--- src/rtl/hdlc_mon_pkg.sv ---
// Shared definitions for the HDLC receive-path protocol monitor.
package hdlc_mon_pkg;

  localparam logic [7:0] HDLC_FLAG  = 8'h7E;
  localparam int         NUM_CAUSES = 3;

  typedef enum logic [1:0] {
    ERR_FLAG_MISS  = 2'd0,
    ERR_FLAG_SPUR  = 2'd1,
    ERR_ABORT_MISS = 2'd2
  } err_cause_t;

  // Increment that sticks at the all-ones value of a width-bit counter (width <= 32).
  function automatic logic [31:0] sat_inc(input logic [31:0] value, input int unsigned width);
    logic [31:0] max_val;
    max_val = (width >= 32) ? 32'hFFFF_FFFF : ((32'd1 << width) - 32'd1);
    return (value >= max_val) ? max_val : value + 32'd1;
  endfunction

endpackage

--- src/rtl/hdlc_rx_mon_ch.sv ---
// One channel of the HDLC Rx monitor: flag/abort expectation pipes, idle run
// counter and three saturating per-cause error counters.
module hdlc_rx_mon_ch
  import hdlc_mon_pkg::*;
#(
  parameter int CNT_W          = 16,
  parameter int FLAG_LAT       = 2,
  parameter int ABORT_LAT      = 1,
  parameter int IDLE_LEN       = 8,
  parameter int CHECK_SPURIOUS = 1
) (
  input  logic             clk,
  input  logic             rst,
  input  logic             en,
  input  logic             clr,
  input  logic             rx,
  input  logic             flag_detect,
  input  logic             abort_detect,
  input  logic             valid_frame,
  input  logic             abort_signal,
  output logic             idle,
  output logic             err_evt,
  output logic             err_sticky,
  output logic [CNT_W-1:0] flag_miss_cnt,
  output logic [CNT_W-1:0] flag_spur_cnt,
  output logic [CNT_W-1:0] abort_miss_cnt
);

  // Only the seven most recent samples ever reach the flag compare alongside rx.
  logic [6:0]           sr_reg, sr_next;
  logic                 flag_hit;
  logic                 abort_hit;
  logic [FLAG_LAT-1:0]  flag_pipe_reg, flag_pipe_next;
  logic [ABORT_LAT-1:0] abort_pipe_reg, abort_pipe_next;
  logic [7:0]           run_reg, run_next;
  logic                 idle_reg, evt_reg, sticky_reg;
  logic                 flag_expect, abort_expect;
  logic [NUM_CAUSES-1:0] err_vec;
  logic                 err_any;
  logic [CNT_W-1:0]     cnt_q [NUM_CAUSES];

  assign sr_next   = {sr_reg[5:0], rx};
  assign flag_hit  = ({sr_reg, rx} == HDLC_FLAG);
  assign abort_hit = abort_detect & valid_frame;

  if (FLAG_LAT == 1) begin : g_fpipe_one
    assign flag_pipe_next = flag_hit;
  end else begin : g_fpipe_many
    assign flag_pipe_next = {flag_pipe_reg[FLAG_LAT-2:0], flag_hit};
  end

  if (ABORT_LAT == 1) begin : g_apipe_one
    assign abort_pipe_next = abort_hit;
  end else begin : g_apipe_many
    assign abort_pipe_next = {abort_pipe_reg[ABORT_LAT-2:0], abort_hit};
  end

  assign flag_expect  = flag_pipe_reg[FLAG_LAT-1];
  assign abort_expect = abort_pipe_reg[ABORT_LAT-1];

  assign run_next = !rx ? 8'd0 :
                    (run_reg == 8'(IDLE_LEN)) ? run_reg : run_reg + 8'd1;

  assign err_vec[ERR_FLAG_MISS]  = en & flag_expect & ~flag_detect;
  assign err_vec[ERR_FLAG_SPUR]  = en & flag_detect & ~flag_expect & (CHECK_SPURIOUS != 0);
  assign err_vec[ERR_ABORT_MISS] = en & abort_expect & ~abort_signal;
  assign err_any = |err_vec;

  always_ff @(posedge clk) begin
    if (rst) begin
      sr_reg         <= '0;
      flag_pipe_reg  <= '0;
      abort_pipe_reg <= '0;
      run_reg        <= '0;
      idle_reg       <= 1'b0;
      evt_reg        <= 1'b0;
      sticky_reg     <= 1'b0;
    end else begin
      if (en) begin
        sr_reg         <= sr_next;
        flag_pipe_reg  <= flag_pipe_next;
        abort_pipe_reg <= abort_pipe_next;
        run_reg        <= run_next;
        idle_reg       <= (run_next == 8'(IDLE_LEN));
      end
      // err_any is already gated by en, so a frozen monitor never pulses.
      evt_reg    <= err_any;
      sticky_reg <= clr ? 1'b0 : (sticky_reg | err_any);
    end
  end

  for (genvar gi = 0; gi < NUM_CAUSES; gi++) begin : g_cnt
    logic [CNT_W-1:0] cnt_reg;
    always_ff @(posedge clk) begin
      if (rst || clr) begin
        cnt_reg <= '0;
      end else if (err_vec[gi]) begin
        cnt_reg <= CNT_W'(sat_inc(32'(cnt_reg), CNT_W));
      end
    end
    assign cnt_q[gi] = cnt_reg;
  end

  assign idle           = idle_reg;
  assign err_evt        = evt_reg;
  assign err_sticky     = sticky_reg;
  assign flag_miss_cnt  = cnt_q[ERR_FLAG_MISS];
  assign flag_spur_cnt  = cnt_q[ERR_FLAG_SPUR];
  assign abort_miss_cnt = cnt_q[ERR_ABORT_MISS];

endmodule

--- src/rtl/hdlc_rx_protocol_monitor.sv ---
// Multi-channel HDLC Rx protocol monitor: one independent checker per channel,
// counters packed with channel c at bits [c*CNT_W +: CNT_W].
module hdlc_rx_protocol_monitor
  import hdlc_mon_pkg::*;
#(
  parameter int NUM_CH         = 1,
  parameter int CNT_W          = 16,
  parameter int FLAG_LAT       = 2,
  parameter int ABORT_LAT      = 1,
  parameter int IDLE_LEN       = 8,
  parameter int CHECK_SPURIOUS = 1
) (
  input  logic                    Clk,
  input  logic                    Rst,
  input  logic                    En,
  input  logic                    Clr,
  input  logic [NUM_CH-1:0]       Rx,
  input  logic [NUM_CH-1:0]       Rx_FlagDetect,
  input  logic [NUM_CH-1:0]       Rx_AbortDetect,
  input  logic [NUM_CH-1:0]       Rx_ValidFrame,
  input  logic [NUM_CH-1:0]       Rx_AbortSignal,
  output logic [NUM_CH-1:0]       Idle,
  output logic [NUM_CH-1:0]       ErrEvt,
  output logic [NUM_CH-1:0]       ErrSticky,
  output logic [NUM_CH*CNT_W-1:0] FlagMissCnt,
  output logic [NUM_CH*CNT_W-1:0] FlagSpurCnt,
  output logic [NUM_CH*CNT_W-1:0] AbortMissCnt
);

  for (genvar gi = 0; gi < NUM_CH; gi++) begin : g_ch
    hdlc_rx_mon_ch #(
      .CNT_W          (CNT_W),
      .FLAG_LAT       (FLAG_LAT),
      .ABORT_LAT      (ABORT_LAT),
      .IDLE_LEN       (IDLE_LEN),
      .CHECK_SPURIOUS (CHECK_SPURIOUS)
    ) u_ch (
      .clk            (Clk),
      .rst            (Rst),
      .en             (En),
      .clr            (Clr),
      .rx             (Rx[gi]),
      .flag_detect    (Rx_FlagDetect[gi]),
      .abort_detect   (Rx_AbortDetect[gi]),
      .valid_frame    (Rx_ValidFrame[gi]),
      .abort_signal   (Rx_AbortSignal[gi]),
      .idle           (Idle[gi]),
      .err_evt        (ErrEvt[gi]),
      .err_sticky     (ErrSticky[gi]),
      .flag_miss_cnt  (FlagMissCnt[gi*CNT_W +: CNT_W]),
      .flag_spur_cnt  (FlagSpurCnt[gi*CNT_W +: CNT_W]),
      .abort_miss_cnt (AbortMissCnt[gi*CNT_W +: CNT_W])
    );
  end

endmodule

--- config.mk ---
export PLATFORM = sky130hd
export DESIGN_NAME = hdlc_rx_protocol_monitor
export DESIGN_NICKNAME = d
export VERILOG_FILES = /design/src/rtl/hdlc_mon_pkg.sv /design/src/rtl/hdlc_rx_mon_ch.sv /design/src/rtl/hdlc_rx_protocol_monitor.sv
export SDC_FILE = /design/constraint.sdc
export NUM_CORES = 1
export LEC_CHECK = 0
export ABC_AREA = 1
export CAP_MARGIN = 20
export CORE_ASPECT_RATIO = 0.6
export CORE_MARGIN = 2
export CORE_UTILIZATION = 57
export DETAILED_ROUTE_END_ITERATION = 10
export PLACE_DENSITY_LB_ADDON = 0.12
export SETUP_SLACK_MARGIN = 0.4
export SYNTH_ARGS = -nofsm -noshare
export SYNTH_HDL_FRONTEND = slang
export SYNTH_SLANG_ARGS = --single-unit
--- constraint.sdc ---
create_clock -name Clk -period 2.5 [get_ports Clk]
set_input_delay 0.25 -clock Clk [delete_from_list [all_inputs] [get_ports Clk]]
set_output_delay 0.25 -clock Clk [all_outputs]
set_load 0.005 [all_outputs]
==> qor.yml, run 1 <==
status: "completed"
maxSlewHeadroom: 0.616
arrival_ps: 2010
final_cell_mix: "nand2_1 (102), dfxtp_1 (69), inv_1 (68)"
slowest_delay_ps: 400
postSynthAreaPerCell_sq_um: 6.91
dieArea_sq_mm: 0.00670
syn_inst: 498
fp.dieH_um: 64.2
cp_common_cell: "nand2_1"
clock_power_share: 0.440
htree_levels: 3
layout_setup_ws_ps: 725
hold_path_class: "reg2reg"
initialDrtViolationCount: 235
drt-vias-per-instance: 5.37
rr_worst_depth: 10
total_leakage_power_nw: 1.88
syn_nets: 512
ctsHoldBuffers: 0
swShare: 0.232
ir_drop_v: 0.000326
power.net_switching_uw: 518
synth_top_area_cell: "dfxtp_1"
grt_pass1_wl_mm: 14.5
ys_seq_area_frac: 0.401
crit_type: "reg2reg"
port_buffers: 59
seqPwrFrac: 0.507
synth.top_cell.area_share: 0.401
final_common_cell: "nand2_1"
core_area_sq_mm: 0.00570
slowest_stage: "dfxtp_1"
power_frac_comb: 0.053
finalHoldViolCount: 0
grt_overflow_total: 0
final_core_util: 0.761
period_needed_ps: 1770
worst_pin_slew_ps: 571
n_antenna_cell: 0
maxSlewViolCount: 0
grt_max_degree: 26
drc: 0
internal_power_mw: 1.72
startpoint_type: "flip-flop"
track_usage: 0.267
routedWlPerCell_um: 13.0
ys_ff_latch: 69
finalSetupTns_ps: 0
worstPathRequired_ps: 2740
area_delta_synth_final_pct: 26.0
synth.distinct_cells: 34
syn-cell-area_sq_mm: 0.00344
drt_first_pass_iters: 5
insertion_delay_ps: 340
yosys_warnings: 0
crit_path_cell_trace: "ha_1 -> nand2_1 -> nor3_1 -> nand2_1 -> nor2_1 -> inv_1 -> nand2_1 -> nand2_1 -> o21ai_0 -> inv_1"
ioPinCount: 60
routed_wl_mm: 8.38
vias: 3473
fmax_mhz: 563
layout-drive-gt1-share: 0.0705
clockBufferDepth: 2
min_path_cells: 2
rsz0062_at_grt: "false"
place.gp.congestion: 0.918
worst_clock_skew_ps: 7.72
start_util: 0.604
rows: 21
fin_nets: 576
dp_hpwl_mm: 5.90
setup_viol: 0
numCtsBuffers: 9
dp_slack_ps: 415
p_per_area_mw_per_mm2: 515
end_kind: "flip-flop"
maxCapViolCount: 0
clkTransAtPathRegs_ps: 80
cts_setup_buffers: 0
synth_area_leaders: "dfxtp_1 (40%), nand2_1 (11%), inv_1 (7.4%)"
ctsResizeCount: 0
tritoncts: "done"
critPathMaxFanout: 5
post-route-period-util: 0.710
clkSinkCount: 69
ant_nets: 0
first_global_vias: 3228
die_w_um: 104
cts-root-buf: "clkbuf_8"
grt_antenna_before_repair: 0
final.fill_count: 461
## metal layers
metal | GRT usage | part of all wire | vias up
met2 | 0.438 | 0.45 | 124
li1 | - | - | 1756
met1 | 0.343 | 0.47 | 1584
met3 | 0.0704 | 0.069 | 9
met4 | 0.0878 | 0.0081 | 0
met5 | 0 | 0 | -
## final timing paths
| check | slack [ps] | end | from |
|---|---|---|---|
| setup / recovery | 730 | g_ch[0].u_ch.flag_spur_cnt[8] | g_ch[0].u_ch.flag_spur_cnt[0] |
| setup reg to reg | 730 | g_ch[0].u_ch.flag_spur_cnt[8] | g_ch[0].u_ch.flag_spur_cnt[0] |
| hold reg to reg | 470 | g_ch[0].u_ch.idle | g_ch[0].u_ch.idle |
| hold / removal | 470 | g_ch[0].u_ch.idle | g_ch[0].u_ch.idle |
## power groups by stage
stage	clock network [mW]	logic [mW]	registers, mW
2_1_floorplan	0	0.0726	1.15
3_3_place_gp	0	0.113	1.16
3_5_place_dp	0	0.117	1.16
4_1_cts	0.995	0.118	1.13
5_1_grt	1.05	0.132	1.14
6_report	0.985	0.118	1.13
## cells by family (layout without fill, tap and decap cells)
| group | Yosys count | count (layout) | synth area share |
|---|---|---|---|
| AO/OA/AOI/OAI | 96 | 96 | 0.146 |
| multiplexers | 1 | 1 | 0.00291 |
| buffers and inverters | 85 | 154 | 0.0956 |
| AND/OR/NAND/NOR | 229 | 229 | 0.303 |
| adder cells (fa/ha/maj) | 5 | 5 | 0.0182 |
| flip-flops | 69 | 69 | 0.401 |
| XOR/XNOR | 13 | 13 | 0.0331 |
## critical path: cells and delay by family, from the launching register on
kind / cells / cell delay [ps]
compound gates: 1 / 140
fa+ha+maj: 1 / 200
buf+inv: 2 / 120
flops: 1 / 400
simple gates: 6 / 820
## per-stage QoR
stage | area [sq um] | hold slack [ps] | total power, mW | cells
finish | 4340 | 466 | 2.24 | 647
global route | 4340 | 493 | 2.32 | 647
CTS | 4340 | 469 | 2.25 | 647
detailed placement | 4120 | 457 | 1.27 | 631
global placement | 4120 | 450 | 1.27 | 631
floorplan | 3440 | 319 | 1.23 | 498
## final cells by class
| type | count | area (sq um) | share of cell area |
|---|---|---|---|
| Clock buffer | 9 | 124 | 0.0286 |
| Clock inverter | 7 | 90.1 | 0.0208 |
| Inverter | 73 | 274 | 0.0632 |
| Multi-Input combinational cell | 344 | 1730 | 0.399 |
| Sequential cell | 69 | 1380 | 0.318 |
| Tap cell | 80 | 100 | 0.0231 |
| Timing Repair Buffer | 65 | 636 | 0.147 |
## synth_stat cells (all sizes together)
master and instances:
nand2 104, xnor2 5, buf 6, a21oi 40, inv 73, nor2 59
a31oi 6, nor3 12, o22ai 1, o21a 1, a211oi 3, nand4 11
mux2i 1, or2 1, dfxtp 69, o21bai 1, nor4 3, o21ai 44
nand3 38, ha 5, clkbuf 6, nand3b 1, xor2 8
(Power assumes the default switching activity.)
==> inputs of run 2 (changes only) <==
- CORE_UTILIZATION: 57 -> 53
- clock period: 2.5 -> 1.7 ns (I/O delays scaled with it)
==> qor.yml, run 2 (synthesis gave the netlist of run 1 again) <==
clkTransAtPathRegs_ps: 90
multiInputGateArea_sq_mm: 0.00227
status: "completed"
end_kind: "flip-flop"
worst_pin_slew_ps: 614
routedWlPerCell_um: 19.6
maxSlewHeadroom: 0.590
ir_drop_v: 0.000595
post-route-period-util: 0.993
rrSetupSlack_ps: 10
rows: 22
initialDrtViolationCount: 583
numCtsBuffers: 9
rsz0062_at_grt: "true"
final.fill_count: 259
area_delta_synth_final_pct: 63.3
htree_levels: 3
fin_nets: 661
port_buffers: 59
final_cell_mix: "nand2_1 (81), buf_4 (81), inv_1 (57)"
die_w_um: 108
start_util: 0.556
dp_hpwl_mm: 6.63
ioPinCount: 60
finalSetupTns_ps: 0
track_usage: 0.346
grt_overflow_total: 0
tritoncts: "done"
clockBufferDepth: 2
dp_slack_ps: -213
worstPathRequired_ps: 1960
dieArea_sq_mm: 0.00718
arrival_ps: 1950
core_area_sq_mm: 0.00619
finalHoldViolCount: 0
cts-root-buf: "clkbuf_8"
hp-start: "Rx_FlagDetect"
clkSinkCount: 69
drc: 0
n_antenna_cell: 0
routed_wl_mm: 14.4
seqCellArea_sq_mm: 0.00151
maxSlewViolCount: 0
grt_antenna_before_repair: 0
vias: 4488
place.gp.congestion: 0.893
ctsHoldBuffers: 0
ant_nets: 0
period_needed_ps: 1690
total_leakage_power_nw: 2.81
hold_path_class: "in2reg"
worst_clock_skew_ps: 11.1
reg2reg_from: "g_ch[0].u_ch.flag_spur_cnt[1]"
startpoint_type: "flip-flop"
maxCapViolCount: 0
grt_max_degree: 26
first_global_vias: 4030
p_total_mw: 3.46
fp.dieH_um: 66.4
layout_setup_ws_ps: 11.4
setup_viol: 0
critPathMaxFanout: 4
crit_type: "reg2reg"
fmax_mhz: 592
drt-vias-per-instance: 6.10
final_core_util: 0.908
p_per_area_mw_per_mm2: 615
layout-drive-gt1-share: 0.428
insertion_delay_ps: 370
drt_first_pass_iters: 6
grt_pass1_wl_mm: 19.2
crit_start: "g_ch[0].u_ch.flag_spur_cnt[1]"
## run 2: cell types whose count changed in the layout (fill, tap and decap cells not counted), moves of 22 or more
cell,change
buf_4,+75
clkdlybuf4s50_1,-54
dfxtp_1,-53
dlygate4sd2_1,+51
dfxtp_2,+29
dfxtp_4,+24
nor2_1,-22
## run 2: final timing paths
kind	to	cells past startpoint
max reg2reg	g_ch[0].u_ch.flag_spur_cnt[7]	9
min	g_ch[0].u_ch.flag_spur_cnt[1]	4
min reg2reg	g_ch[0].u_ch.sr_reg[0]	2
max	g_ch[0].u_ch.flag_spur_cnt[7]	9
## run 2: power breakdown
part	total (mW)	internal, mW	switching, mW	leakage [nW]
clock	1.53	0.820	0.714	0.112
combinational	0.286	0.113	0.173	2.11
sequential	1.64	1.61	0.0294	0.593
## run 2: critical path: stages (launching register included)
cell     delay, ps
dfxtp_4        400
nand3_2        140
nor2_2         170
nand3_1        120
nor2_1         200
inv_1          110
nand2_1         90
nand2_1         80
o21ai_1        200
inv_1           80
## run 2: cell type report
type | count | share of cell area
Clock buffer | 11 | 0.0289
Clock inverter | 5 | 0.0113
Sequential cell | 69 | 0.268
Tap cell | 84 | 0.0187
Inverter | 73 | 0.0492
Timing Repair Buffer | 149 | 0.220
Multi-Input combinational cell | 345 | 0.403
## run 2: layer usage
layer / track usage / up-vias / wire length [um]
li1: - / 1919 / -
met1: 0.392 / 2085 / 5460
met2: 0.613 / 372 / 6710
met3: 0.0916 / 112 / 1470
met4: 0.159 / 0 / 754
met5: 0 / - / 0
## run 2: timing repair
action,in CTS,in global routing
endpoints found under the hold margin,0,0
gates cloned,1,0
gates resized for setup,161,90
pin swaps,33,38
setup endpoints to repair,99,57
buffers inserted,43,15
## run 2: per-stage QoR
stage / cells / area [sq um] / hold WS [ps]
after floorplan: 498 / 3590 / 239
after global placement: 661 / 4450 / 451
after detailed placement: 661 / 4450 / 458
after CTS: 721 / 5230 / 377
after global routing: 736 / 5620 / 320
final: 736 / 5620 / 324
==> inputs of run 3 (changes only) <==
- GPL_TIMING_DRIVEN: default -> 1
==> results of run 3 <==
Final layout, timing and power as in run 2 (identical DEF).
